<file path="src/rtl/logo_pkg.sv">
// Shared definitions for the logo painter.
//   - glyph codes (G_BLANK, G_J, G_M) and ROM entry count
//   - rectangle record type and per-glyph rectangle sets
//   - scroll FSM state encoding
// Optional feature macro used by the top: BLINK_EN.
package logo_pkg;

  localparam int N_RECTS        = 3;
  localparam int RECT_W         = 6;
  localparam int N_GLYPH_CODES  = 3;

  localparam logic [4:0] G_BLANK = 5'd0;
  localparam logic [4:0] G_J     = 5'd1;
  localparam logic [4:0] G_M     = 5'd2;

  typedef struct packed {
    logic [RECT_W-1:0] rx;
    logic [RECT_W-1:0] ry;
    logic [RECT_W-1:0] w;
    logic [RECT_W-1:0] h;
  } rect_t;

  typedef rect_t [N_RECTS-1:0] rect_set_t;

  // Element [0] is the first rectangle of each glyph.
  localparam rect_t J_R0 = '{6'd10, 6'd0,  6'd20, 6'd5};
  localparam rect_t J_R1 = '{6'd20, 6'd0,  6'd5,  6'd40};
  localparam rect_t J_R2 = '{6'd10, 6'd40, 6'd10, 6'd5};
  localparam rect_set_t J_RECTS = {J_R2, J_R1, J_R0};

  localparam rect_t M_R0 = '{6'd0,  6'd0, 6'd5,  6'd48};
  localparam rect_t M_R1 = '{6'd27, 6'd0, 6'd5,  6'd48};
  localparam rect_t M_R2 = '{6'd5,  6'd0, 6'd22, 6'd6};
  localparam rect_set_t M_RECTS = {M_R2, M_R1, M_R0};

  typedef enum logic [1:0] {
    ST_RIGHT = 2'd0,
    ST_LEFT  = 2'd1,
    ST_PAUSE = 2'd2
  } scroll_state_e;

endpackage

</file>
<file path="src/rtl/glyph_rect_rom.sv">
// Combinational glyph ROM: glyph code -> set of rectangles {rx,ry,w,h}.
// Ports:
//   code_i   glyph code (5 bits)
//   rects_o  N_RECTS rectangles; unknown codes return all-zero (blank)
module glyph_rect_rom
  import logo_pkg::*;
(
  input  logic [4:0] code_i,
  output rect_set_t  rects_o
);

  always_comb begin
    rects_o = '0;
    case (code_i)
      G_J:     rects_o = J_RECTS;
      G_M:     rects_o = M_RECTS;
      default: rects_o = '0;
    endcase
  end

endmodule

</file>
<file path="src/rtl/logo_scroll_painter.sv">
// Pipelined VGA logo painter with bounce-scroll offset.
// Ports:
//   clk, rst (async, active-low)
//   x, y, de          pixel coordinate and display enable from the timing generator
//   frame_tick        one-cycle pulse per frame; steps the scroll FSM
//   run               1 = scroll, 0 = hold offset (pause)
//   text              glyph codes, glyph 0 in [4:0]
//   hit, hit_valid    registered logo flag and aligned enable (2 clk latency)
//   delt              current scroll offset
// Optional feature: define BLINK_EN to blank the logo every BLINK_FRAMES ticks.
//
// state    | meaning
// ST_RIGHT | offset increasing by STEP per tick
// ST_LEFT  | offset decreasing by STEP per tick
// ST_PAUSE | offset held; direction kept in saved_q
module logo_scroll_painter
  import logo_pkg::*;
#(
  parameter int X_W        = 11,
  parameter int GLYPHS     = 4,
  parameter int PITCH_LOG2 = 5,
  parameter int BASE_X     = 500,
  parameter int BASE_Y     = 550,
  parameter int CELL_H     = 48,
  parameter int SCROLL_MAX = 200,
  parameter int STEP       = 2
`ifdef BLINK_EN
  , parameter int BLINK_FRAMES = 30
`endif
) (
  input  logic                  clk,
  input  logic                  rst,
  input  logic [X_W-1:0]        x,
  input  logic [X_W-1:0]        y,
  input  logic                  de,
  input  logic                  frame_tick,
  input  logic                  run,
  input  logic [GLYPHS*5-1:0]   text,
  output logic                  hit,
  output logic                  hit_valid,
  output logic [X_W-1:0]        delt
);

  localparam int GIDX_W = (GLYPHS > 1) ? $clog2(GLYPHS) : 1;
  localparam logic [X_W-1:0] BAND_W = X_W'(GLYPHS << PITCH_LOG2);
  localparam logic [X_W-1:0] SMAX   = X_W'(SCROLL_MAX);
  localparam logic [X_W-1:0] STEP_V = X_W'(STEP);

  scroll_state_e state_q, state_d, saved_q, saved_d, dir;
  logic [X_W-1:0] delt_q, delt_d;
  logic visible;

  // ---------------- scroll FSM ----------------
  always_ff @(posedge clk or negedge rst) begin
    if (!rst) begin
      state_q <= ST_RIGHT;
      saved_q <= ST_RIGHT;
      delt_q  <= '0;
    end else begin
      state_q <= state_d;
      saved_q <= saved_d;
      delt_q  <= delt_d;
    end
  end

  always_comb begin
    state_d = state_q;
    saved_d = saved_q;
    delt_d  = delt_q;
    dir     = (state_q == ST_PAUSE) ? saved_q : state_q;
    if (!run) begin
      if (state_q != ST_PAUSE) saved_d = state_q;
      state_d = ST_PAUSE;
    end else begin
      // Resuming in the same cycle as a tick moves immediately.
      state_d = dir;
      if (frame_tick) begin
        if (dir == ST_RIGHT) begin
          if (delt_q >= SMAX - STEP_V) begin
            delt_d  = SMAX;
            state_d = ST_LEFT;
          end else begin
            delt_d = delt_q + STEP_V;
          end
        end else begin
          if (delt_q <= STEP_V) begin
            delt_d  = '0;
            state_d = ST_RIGHT;
          end else begin
            delt_d = delt_q - STEP_V;
          end
        end
      end
    end
  end

  assign delt = delt_q;

  // ---------------- blink ----------------
`ifdef BLINK_EN
  localparam int BC_W = $clog2(BLINK_FRAMES + 1);
  logic [BC_W-1:0] blink_cnt_q;
  logic            visible_q;

  always_ff @(posedge clk or negedge rst) begin
    if (!rst) begin
      blink_cnt_q <= '0;
      visible_q   <= 1'b1;
    end else if (frame_tick) begin
      if (blink_cnt_q == BC_W'(BLINK_FRAMES - 1)) begin
        blink_cnt_q <= '0;
        visible_q   <= ~visible_q;
      end else begin
        blink_cnt_q <= blink_cnt_q + BC_W'(1);
      end
    end
  end

  assign visible = visible_q;
`else
  assign visible = 1'b1;
`endif

  // ---------------- stage 1: relative coordinates ----------------
  // Underflow wraps to a large value, so a single unsigned compare covers both edges.
  logic [X_W-1:0] relx, rely;
  logic           in_band;

  assign relx    = x - (X_W'(BASE_X) + delt_q);
  assign rely    = y - X_W'(BASE_Y);
  assign in_band = (relx < BAND_W) && (rely < X_W'(CELL_H));

  logic                  s1_de_q, s1_band_q;
  logic [GIDX_W-1:0]     s1_gidx_q;
  logic [PITCH_LOG2-1:0] s1_lx_q;
  logic [X_W-1:0]        s1_ly_q;

  always_ff @(posedge clk or negedge rst) begin
    if (!rst) begin
      s1_de_q   <= 1'b0;
      s1_band_q <= 1'b0;
      s1_gidx_q <= '0;
      s1_lx_q   <= '0;
      s1_ly_q   <= '0;
    end else begin
      s1_de_q   <= de;
      s1_band_q <= in_band;
      s1_gidx_q <= relx[PITCH_LOG2 +: GIDX_W];
      s1_lx_q   <= relx[PITCH_LOG2-1:0];
      s1_ly_q   <= rely;
    end
  end

  // ---------------- stage 2: glyph lookup and rectangle test ----------------
  logic [GLYPHS-1:0][4:0] text_a;
  logic [4:0]             code;
  rect_set_t              rects;
  logic [N_RECTS-1:0]     rect_hit;
  logic [X_W-1:0]         lx;
  logic                   hit_d;

  assign text_a = text;
  assign code   = text_a[s1_gidx_q];
  assign lx     = X_W'(s1_lx_q);

  glyph_rect_rom u_rom (
    .code_i  (code),
    .rects_o (rects)
  );

  for (genvar r = 0; r < N_RECTS; r++) begin : g_cmp
    logic [X_W-1:0] rx, ry;
    assign rx = X_W'(rects[r].rx);
    assign ry = X_W'(rects[r].ry);
    // w = 0 makes the x-range empty, so unused slots never hit.
    assign rect_hit[r] = (lx >= rx) && (lx < rx + X_W'(rects[r].w)) &&
                         (s1_ly_q >= ry) && (s1_ly_q < ry + X_W'(rects[r].h));
  end

  assign hit_d = s1_de_q & s1_band_q & (|rect_hit) & visible;

  always_ff @(posedge clk or negedge rst) begin
    if (!rst) begin
      hit       <= 1'b0;
      hit_valid <= 1'b0;
    end else begin
      hit       <= hit_d;
      hit_valid <= s1_de_q;
    end
  end

endmodule
</file>
<file path="config.mk">
export PLATFORM = sky130hd
export DESIGN_NAME = logo_scroll_painter
export DESIGN_NICKNAME = d
export VERILOG_FILES = /design/src/rtl/logo_pkg.sv /design/src/rtl/glyph_rect_rom.sv /design/src/rtl/logo_scroll_painter.sv
export SDC_FILE = /design/constraint.sdc
export NUM_CORES = 1
export LEC_CHECK = 0
export BUFFER_PORTS_ARGS = -buffer_cell sky130_fd_sc_hd__buf_2
export CORE_MARGIN = 5
export CORE_UTILIZATION = 56
export CTS_CLUSTER_SIZE = 25
export DETAILED_ROUTE_END_ITERATION = 8
export PLACE_DENSITY = 0.9
export RECOVER_POWER = 50
export SKIP_LAST_GASP = 1
export SYNTH_ARGS = -nofsm -noshare
export SYNTH_HDL_FRONTEND = slang
export SYNTH_SLANG_ARGS = --single-unit
export TNS_END_PERCENT = 10
</file>
<file path="constraint.sdc">
create_clock -name clk -period 4.2 [get_ports clk]
set_input_delay 0 -clock clk [delete_from_list [all_inputs] [get_ports clk]]
set_output_delay 0 -clock clk [all_outputs]
set_load 0.1 [all_outputs]
</file>
Word level (Yosys, flattened, before mapping)
Cells that the tools add are included.
Storage, ports and cells
  register bits after elaboration: 37
  logic and storage cells: 71
  bits of input ports: 47
Cells by class
  equal/unequal tests: 4
  mux-type cells: 12
  magnitude comparators: 17
  $add $sub $neg: 11
  bitwise operators: 3
  reductions and logical operators: 14
Operator list (count)
  case mux 70 bit (2 select lines): 1
  adder 6 x 6 -> 7 bit: 6
  >= comparator 11 x 6 -> 1 bit: 3
  < comparator 11 x 7 -> 1 bit: 3
  2-to-1 mux 11 bit: 3
  < comparator 5 x 7 -> 1 bit: 3
  >= comparator 5 x 6 -> 1 bit: 3
  2-to-1 mux 2 bit: 6
  adder 11 x 2 -> 11 bit, second input constant: 1
  adder 9 x 11 -> 11 bit, first input constant: 1
  >= comparator 11 x 8 -> 1 bit, second input constant: 1
  <= comparator 11 x 2 -> 1 bit, second input constant: 1
  < comparator 11 x 6 -> 1 bit, second input constant: 1
  < comparator 11 x 8 -> 1 bit, second input constant: 1
  subtractor 11 x 10 -> 11 bit, second input constant: 1
  subtractor 11 bit: 1
  subtractor 11 x 2 -> 11 bit, second input constant: 1
  binary-select mux 5 bit (select 2 bit): 1
  logical AND 1 bit: 10
  == test 5 x 1 -> 1 bit, second input constant: 1
  == test 5 x 2 -> 1 bit, second input constant: 1
  2-to-1 mux 5 bit: 1
  AND reduction 2 bit: 2
  < comparator 2 x 3 -> 1 bit, second input constant: 1
  6 further kinds: 7

Longest topological paths before layout
Gate-level depths: netlist (run 1).
  depth in word-level cells: 11
  depth in mapped cells: 13
  depth with buffers taken out: 13

By module
A second synthesis (run 1) with hierarchy kept.
Second synthesis, totals
  cell total of the unflattened synthesis: 639
  area total of the unflattened synthesis: 5497.8 um^2
Modules (own cells, without submodules)
  logo_scroll_painter: instances 1, area an instance 4936.0 um^2, seq. area each 900.9 um^2, cells each 563
  glyph_rect_rom: instances 1, area an instance 561.8 um^2, seq. area each 0.0 um^2, cells each 76

Least setup slack after synthesis (run 1)
No wires, ideal clock.
  path type: reg-to-reg
  from: register delt_q[1] (netlist: delt[1])
  to: register s1_band_q
  data required time: 4.099 ns
  stages on the path, launching flop included: 11
  slack: 0.709 ns
  buffers on the path: 0
  data arrival time: 3.390 ns
  library setup time: 0.101 ns
  cell sequence: dfrtp_1 inv_1 ha_1 ha_1 fa_1 a211oi_1 o21bai_1 a21oi_1 xnor2_1 or4_1 nor4_1
On the way
  word-level cells in the longest chain between the ends: 4
Ends and longest elaborated chain
  start: declaration: line logo_scroll_painter.sv:50  | logic [X_W-1:0] delt_q, delt_d;
  start signal: assignment: line logo_scroll_painter.sv:62  | delt_q <= delt_d;
  adder 9 x 11 -> 11 bit: line logo_scroll_painter.sv:129  | assign relx = x - (X_W'(BASE_X) + delt_q);
  subtractor 11 bit: line logo_scroll_painter.sv:129
  < comparator 11 x 8 -> 1 bit: line logo_scroll_painter.sv:131  | assign in_band = (relx < BAND_W) && (rely < X_W'(CELL_H));
  logical AND 1 bit: line logo_scroll_painter.sv:131
  via in_band: line logo_scroll_painter.sv:127  | logic in_band;
  end signal: assignment: line logo_scroll_painter.sv:147  | s1_band_q <= in_band;
  end: declaration: line logo_scroll_painter.sv:133  | logic s1_de_q, s1_band_q;
The timed path passes the listed nets, and every way through them passes these cells.
A chain may end at the register's enable or synchronous reset.

Final worst setup path (run 1)
  from: register s1_gidx_q[0]
  to: register hit
On the way
  word-level cells in the longest chain between the ends: 11
  elaborated cells between the ends (all ways): 32
  those cells by class: add/sub (6); order compare (10); eq/ne (2); mux (3); bitwise (1); reduce/logical (10)
Ends and longest elaborated chain
  start: declaration: line logo_scroll_painter.sv:134  | logic [GIDX_W-1:0] s1_gidx_q;
  start signal: assignment: line logo_scroll_painter.sv:148  | s1_gidx_q <= relx[PITCH_LOG2 +: GIDX_W];
  binary-select mux 5 bit (select 2 bit) (*): line logo_scroll_painter.sv:163  | assign code = text_a[s1_gidx_q];
  2-to-1 mux 5 bit (not written as such) (*): line logo_scroll_painter.sv:163
  == test 5 x 2 -> 1 bit or == test 5 x 1 -> 1 bit (tied branches): line glyph_rect_rom.sv:14  | case (code_i)
  case mux 70 bit (2 select lines) (*): line glyph_rect_rom.sv:14
  adder 6 x 6 -> 7 bit: line logo_scroll_painter.sv:176  | assign rect_hit[r] = (lx >= rx) && (lx < rx + X_W'(rects[r].w)) &&
  < comparator 5 x 7 -> 1 bit: line logo_scroll_painter.sv:176
  logical AND 1 bit (2 in series): line logo_scroll_painter.sv:176
  logical AND 1 bit: line logo_scroll_painter.sv:177  | (s1_ly_q >= ry) && (s1_ly_q < ry + X_W'(rects[r].h));
  OR reduction 3 bit (*): line logo_scroll_painter.sv:180  | assign hit_d = s1_de_q & s1_band_q & (|rect_hit) & visible;
  AND 1 bit (*): line logo_scroll_painter.sv:180
  via hit_d: line logo_scroll_painter.sv:160  | logic hit_d;
  end signal: assignment: line logo_scroll_painter.sv:187  | hit <= hit_d;
  end: declaration: line logo_scroll_painter.sv:39  | output logic hit,
The timed path passes the listed nets; every way through them passes the cells marked *. The select of a mux whose other input is x is not followed.

==> out/metrics.cfg, run 1 <==
[logic_synthesis]
synth_top_area_share=0.292
synth_adder_area_share=0.222
synth_top_family_by_area=adder cells
netlist_area_um2=3080
yosysWarnings=0
synth_compound_area_frac=0.213
synthSimpleGateAreaFrac=0.142
synth_area_per_cell_um2=9.28
ys_async_sr_fraction=1.00
yosysTopAreaCell=dfrtp_1
ys_ff_latch=36
synth.mux.area_fraction=0.0219
synth_area_leaders=dfrtp_1 (29%), ha_1 (22%), inv_1 (3.9%)
synth_flop_cell=dfrtp_1
synth_xor_area_frac=0.0569
ys_types=54
postSynthCellCount=332
seq_area_frac_synth=0.292
synth-edff-count=0

[die]
rows=27
initial_utilization=0.566
core-area_um2=5440
die_h_um=84.2
die_w_um=84.2
ios=60
die_area_um2=7080

[placement]
hpwl_um=5880
place_area_um2=3440
gp_congestion=0.913
io_buffers=58

[power_and_ir_drop]
p_int_mw=1.16
p_switching_mw=1.21
p_leak_nw=1.72
clkPwrFrac=0.116
p_per_area_nw_per_um2=649
ir_drop_mv=0.813
power_frac_comb=0.634
switching_share=0.511
seqPwrFrac=0.250

[flow_run]
drv_cap=1

[finish]
area_delta_synth_final_pct=18.8
regArea_um2=901
layout-drive-gt1-share=0.183
fill_cells=428
multi_input_area_um2=2030
nNetsFinal=505
final_area_um2=3660
num_antenna_cells=0

[sta]
final_hold_viol_count=0
tightest_slew_ps=1930
fin_setup_tns_ps=0
period_needed_ps=3320
fmax_ghz=0.301
maxSlewViolCount=37
rsz0062_at_grt=false
setup_violations=0
fin_crit_sh=0.791
clock_skew_ps=6.41
slew_headroom=-0.286

[worst_setup_path]
worstPathArrival_ps=3500
cp-start-kind=flop
required_ps=4380
worst_setup_path_end_kind=flop
cp_max_fo=8
path_class=flop to flop

[clock_tree]
clockBufferDepth=2
clock_latency_ps=290
cts_buffers=5
root_buffer=clkbuf_8
tritoncts=yes
clkSinkCount=36
path_clk_slew_ps=80
cts_htree_levels=2

[global_route]
use_met1=0.245
grt_first_pass_wirelength_um=12500
antenna_found_initial=0
top_usage_layer=met2
gr-usage-met3=0.0451
grtUsageMet2=0.391
grt_max_degree=37
grt.overflow.total=0
grt_pass1_vias=2888
grtUsageTotal=0.216

[route]
dr.pass1.iters=4
drtIter0Drc=138
dr_total_vias=2768
routedWlPerCell_um=15.9
routed_wl_um=7590
vias_per_cell=5.82
ant_nets=0
drc=0

[hold_path]
hold_path.class=input port to flop

[run_status]
violations=capacitance limit, slew limit
status=finished with violations

## placed cells by master, fill, tap and decap left out, drive strengths merged, types with 10 or more instances in the layout
cell type    count
a21oi           22
buf             56
clkbuf          10
dfrtp           36
dlygate4sd3     13
ha              53
inv             32
nand2           14
nor2            16
nor3            14
o21ai           20
xnor2           13
## state kept, by name (all words and copies together) (netlist names)
register / flops
hit: 1
hit_valid: 1
s1_band_q: 1
s1_gidx_q: 2
s1_ly_q: 11
s1_de_q: 1
saved_q: 2
delt: 10
state_q: 2
s1_lx_q: 5
## what timing repair did
item	CTS	global route
setup buffers	0	0
gates resized for setup	0	0
hold buffers	13	0
endpoints found under the hold margin	48	0
## cell families (layout without fill, tap and decap cells)
kind of cell | Yosys count | count (layout)
xor+xnor | 20 | 20
compound gates | 96 | 96
other cells | 2 | 3
simple gates | 81 | 81
buf+inv | 40 | 111
fa+ha+maj | 54 | 54
flops | 36 | 36
mux | 3 | 3
## Yosys cell counts, types with 6 or more instances
library cell  count
nor3_1           14
xor2_1            7
a21oi_1          22
nor2_1           16
ha_1             53
o21ai_0          20
a211oi_1          9
nor2b_1           7
inv_1            32
clkbuf_1          6
nand2_1          14
dfrtp_1          36
xnor2_1          13
## worst paths after layout
check	end	start	slack (ps)	cells after the start
setup / recovery	hit	s1_gidx_q[0]	880	12
hold / removal	s1_ly_q[4]	y[4]	0.7	2
setup reg to reg	hit	s1_gidx_q[0]	880	12
hold reg to reg	hit_valid	s1_de_q	430	0
max in group asynchronous	delt[7]	rst	2300	2
min in group asynchronous	delt[10]	rst	790	2
## per-stage QoR
step                      utilization  worst slack, ps  cells  hold slack (ps)  total power [mW]
after detailed placement        0.632              888    456              115              2.07
after CTS                       0.674              873    476            0.786              2.37
after floorplan                     -              709    333             -296              1.74
after global routing            0.673              705    476             6.57              2.57
after global placement          0.632             1040    456              111              2.01
final                           0.673              877    476            0.657              2.38
## worst max-delay path: stages (launching register included)
cell and delay, ps:
dfrtp_1 430, mux4_2 580, nand3b_1 250, ha_1 310, or2_2 400, inv_1 110
ha_1 230, nand2b_1 150, a21oi_1 140, nor2b_1 50, o21ai_0 160, a221oi_1 100
a311o_1 290
## power groups by stage
stage	logic, mW	registers [mW]	clock network, mW
floorplan	0.938	0.804	0
global placement	1.42	0.592	0
detailed placement	1.48	0.595	0
CTS	1.50	0.592	0.277
global route	1.66	0.614	0.295
finish	1.51	0.595	0.275
## metal layers
metal	vias up	share of wire
met1	1315	0.41
met2	73	0.52
li1	1353	-
met5	-	0
met3	27	0.038
met4	0	0.032
## layout make-up
cell class	count	area share
multi-input cells	257	0.554
flip-flops and latches	36	0.246
repair buffers	72	0.116
inverters	32	0.0328
clock buffers	7	0.0263
well taps	72	0.0246
Note: power is estimated with default switching activity, not from simulation.
==> run 2, diff against run 1 <==
- ABC_AREA: unset -> 1
- CORE_UTILIZATION: 56 -> 57
- clock period: 4.2 -> 3.3 ns (I/O delays scaled with it)
==> run 2 against run 1 <==
The flow still finishes with violations (capacitance limit, slew limit). Die area rose by 5.9%. Clock-buffer cell count did not move. Sequential share of layout area fell by 1.6 points. Synthesized cell count rose by 36%. Largest cell class unchanged. Utilization rose by 0.14 points. Clock skew rose by 3.0 ps. First-iteration DRC count rose by 23%. Synthesized area rose by 8.6%.
==> out/metrics.cfg, run 2 <==
[route]
drtIter0Drc=170  ; +23%
ant_nets=0  ; unchanged
dr_total_vias=3214  ; +16%
vias_per_cell=5.34  ; -8.2%
routed_wl_um=8390  ; +11%
routedWlPerCell_um=13.9  ; -13%
dr.pass1.iters=5  ; +1
drc=0  ; unchanged

[placement]
gp_congestion=0.885  ; -3.0%
place_area_um2=3710  ; +7.9%
hpwl_um=6360  ; +8.2%
pre_cts_slack_ps=198  ; -690 ps
io_buffers=58  ; unchanged
placedCellCount=582  ; +28%

[logic_synthesis]
ys_ff_latch=36  ; unchanged
synth_top_area_share=0.269  ; -0.0232
synth_flop_cell=dfrtp_1
synth-edff-count=0  ; unchanged
ys_async_sr_fraction=1.00  ; unchanged
synth_area_per_cell_um2=7.42  ; -20%
seq_area_frac_synth=0.269  ; -0.0232
synth_commonest_cells=nand2_1 (100), inv_1 (67), ha_1 (53)
synth_area_leaders=dfrtp_1 (27%), ha_1 (20%), nand2_1 (11%)
netlist_area_um2=3350  ; +8.6%
ys_types=41  ; -24%
postSynthCellCount=451  ; +36%
synth_most_common_cell=nand2_1
yosysTopAreaCell=dfrtp_1
yosysWarnings=0  ; unchanged

[worst_setup_path]
path_class=flop to flop
cpMostUsedCell=nand2_1
critPathMaxStageDelay_ps=490  ; -90 ps
crit_family=simple AND/OR/NAND/NOR gates
crit_chain=inv_8 -> nand2_1 -> nand2_1 -> nand2_1 -> nand2_1 -> and2_4 -> inv_1 -> nor2_2 -> inv_1 -> ha_1 -> inv_1 -> nand3_4 -> ha_1 -> a21o_1 -> a21oi_1 -> nand3_1 -> nand2_1 -> inv_1 -> nand2_1 -> nand2_1 -> inv_2 -> a21oi_2
worst_setup_path_end_kind=flop
cp_max_fo=9  ; +1
slowest_stage=dfrtp_2
crit_buf_inv=6  ; +5
worstPathArrival_ps=3190  ; -310 ps
cp-start-kind=flop
required_ps=3500  ; -880 ps

[clock_tree]
cts_buffers=5  ; unchanged
path_clk_slew_ps=80  ; about the same
clkSinkCount=36  ; unchanged
cts_htree_levels=2  ; unchanged
root_buffer=clkbuf_8
tritoncts=yes
clock_latency_ps=300  ; about the same
clockBufferDepth=2  ; unchanged
post_cts_buffers=0  ; unchanged

[run_status]
violations=capacitance limit, slew limit
status=finished with violations

[finish]
area_delta_synth_final_pct=17.2
layout-drive-gt1-share=0.148  ; -0.0352
num_antenna_cells=0  ; unchanged
final_area_um2=3920  ; +7.1%
final_common_cell=nand2_1
max_flop_register=s1_ly_q
final_cell_mix=nand2_1 (100), inv_1 (67), ha_1 (53), buf_2 (53), nor2_1 (41)
largest_reg_flops=11  ; unchanged
fill_cells=490  ; +14%
stdcell_count=602  ; +26%
nNetsFinal=627  ; +24%

[global_route]
grt_pass1_vias=3266  ; +13%
grt.overflow.total=0  ; unchanged
grt_max_degree=37  ; unchanged
grtUsageTotal=0.232  ; +0.0156
grt_first_pass_wirelength_um=14000  ; +12%
antenna_found_initial=0  ; unchanged

[sta]
tightest_slew_ps=2010  ; +85.0 ps
maxSlewViolCount=37  ; unchanged
rsz0062_at_grt=false
period_needed_ps=2990  ; -329 ps
fin_crit_sh=0.907  ; +0.116
clock_skew_ps=9.40  ; +3.00 ps
fin_setup_tns_ps=0  ; unchanged
slew_headroom=-0.343  ; -0.0567
final_hold_viol_count=0  ; unchanged
setup_violations=0  ; unchanged
final.setup.worst_slack_ps=306  ; -571 ps
fmax_ghz=0.334  ; +11%

[die]
die_area_um2=7500  ; +5.9%
ios=60  ; unchanged
rows=28  ; +3.7%
core-area_um2=5820  ; +6.9%
initial_utilization=0.575  ; +0.00893
die_h_um=86.6  ; +2.9%
die_w_um=86.6  ; +2.9%

[hold_path]
hold_path.class=input port to flop

[power_and_ir_drop]
p_per_area_nw_per_um2=921  ; +42%
p_total_mw=3.61  ; +52%
ir_drop_mv=0.744  ; -8.6%
p_leak_nw=2.11  ; +22%

[flow_run]
drv_cap=1  ; unchanged

run 2: cell type report:
class | count | area [um2] | area share
inverter | 69 | 267 | 0.0679
multi-input combinational | 344 | 2160 | 0.551
sequential | 36 | 902 | 0.230
tap | 75 | 93.8 | 0.0239
clock buffer | 7 | 86.3 | 0.0220
clock inverter | 1 | 7.51 | 0.00191
timing repair buffer | 70 | 404 | 0.103
run 2: per-layer routing:
layer / up-vias / part of all wire / track usage / routed length [um]
li1: 1607 / - / - / -
met1: 1494 / 0.39 / 0.251 / 3260
met2: 90 / 0.54 / 0.457 / 4560
met3: 23 / 0.045 / 0.0447 / 376
met4: 0 / 0.022 / 0.0552 / 183
met5: - / 0 / 0 / 0
run 2: metrics by stage:
| step | hold WS, ps | utilization |
|---|---|---|
| 2_1_floorplan | -296 | - |
| 3_3_place_gp | 110 | 0.638 |
| 3_5_place_dp | 110 | 0.638 |
| 4_1_cts | 14.8 | 0.675 |
| 5_1_grt | 27.7 | 0.674 |
| 6_report | 22.7 | 0.674 |
run 2: logic make-up after synthesis:
| logic type | Yosys count | share of synthesized area |
|---|---|---|
| and+or+nand+nor | 200 | 0.273 |
| buffers and inverters | 72 | 0.0864 |
| AOI/OAI and AO/OA | 64 | 0.104 |
| adders and majority gates | 54 | 0.204 |
| DFF | 36 | 0.269 |
| xor gates and xnor gates | 23 | 0.0602 |
| other | 2 | 0.00224 |
run 2: tightest hold or removal path: stages:
cell and delay, ps:
buf_2 110, inv_1 80, xor2_1 90
run 2: timing repair:
action                     CTS  global route
resized for setup            0             2
hold buffers                12             0
hold endpoints to repair    49             0
setup endpoints to repair    0             1
run 2: power breakdown:
part / total (mW) / internal, mW / leakage, nW / switching, mW
Clock: 0.341 / 0.170 / 0.0445 / 0.171
Combinational: 2.49 / 0.843 / 1.63 / 1.65
Sequential: 0.779 / 0.578 / 0.434 / 0.202
run 2: path summary, 6_finish.rpt:
path                                    from           end  slack [ps]  cells after the start
worst max-delay path            s1_gidx_q[0]           hit         310                     22
worst min-delay path                    y[7]    s1_ly_q[7]          20                      3
worst max register to register  s1_gidx_q[0]           hit         310                     22
worst min register to register       s1_de_q     hit_valid         440                      0
max in group asynchronous                rst  s1_gidx_q[0]        1190                      2
min in group asynchronous                rst    saved_q[1]         810                      2
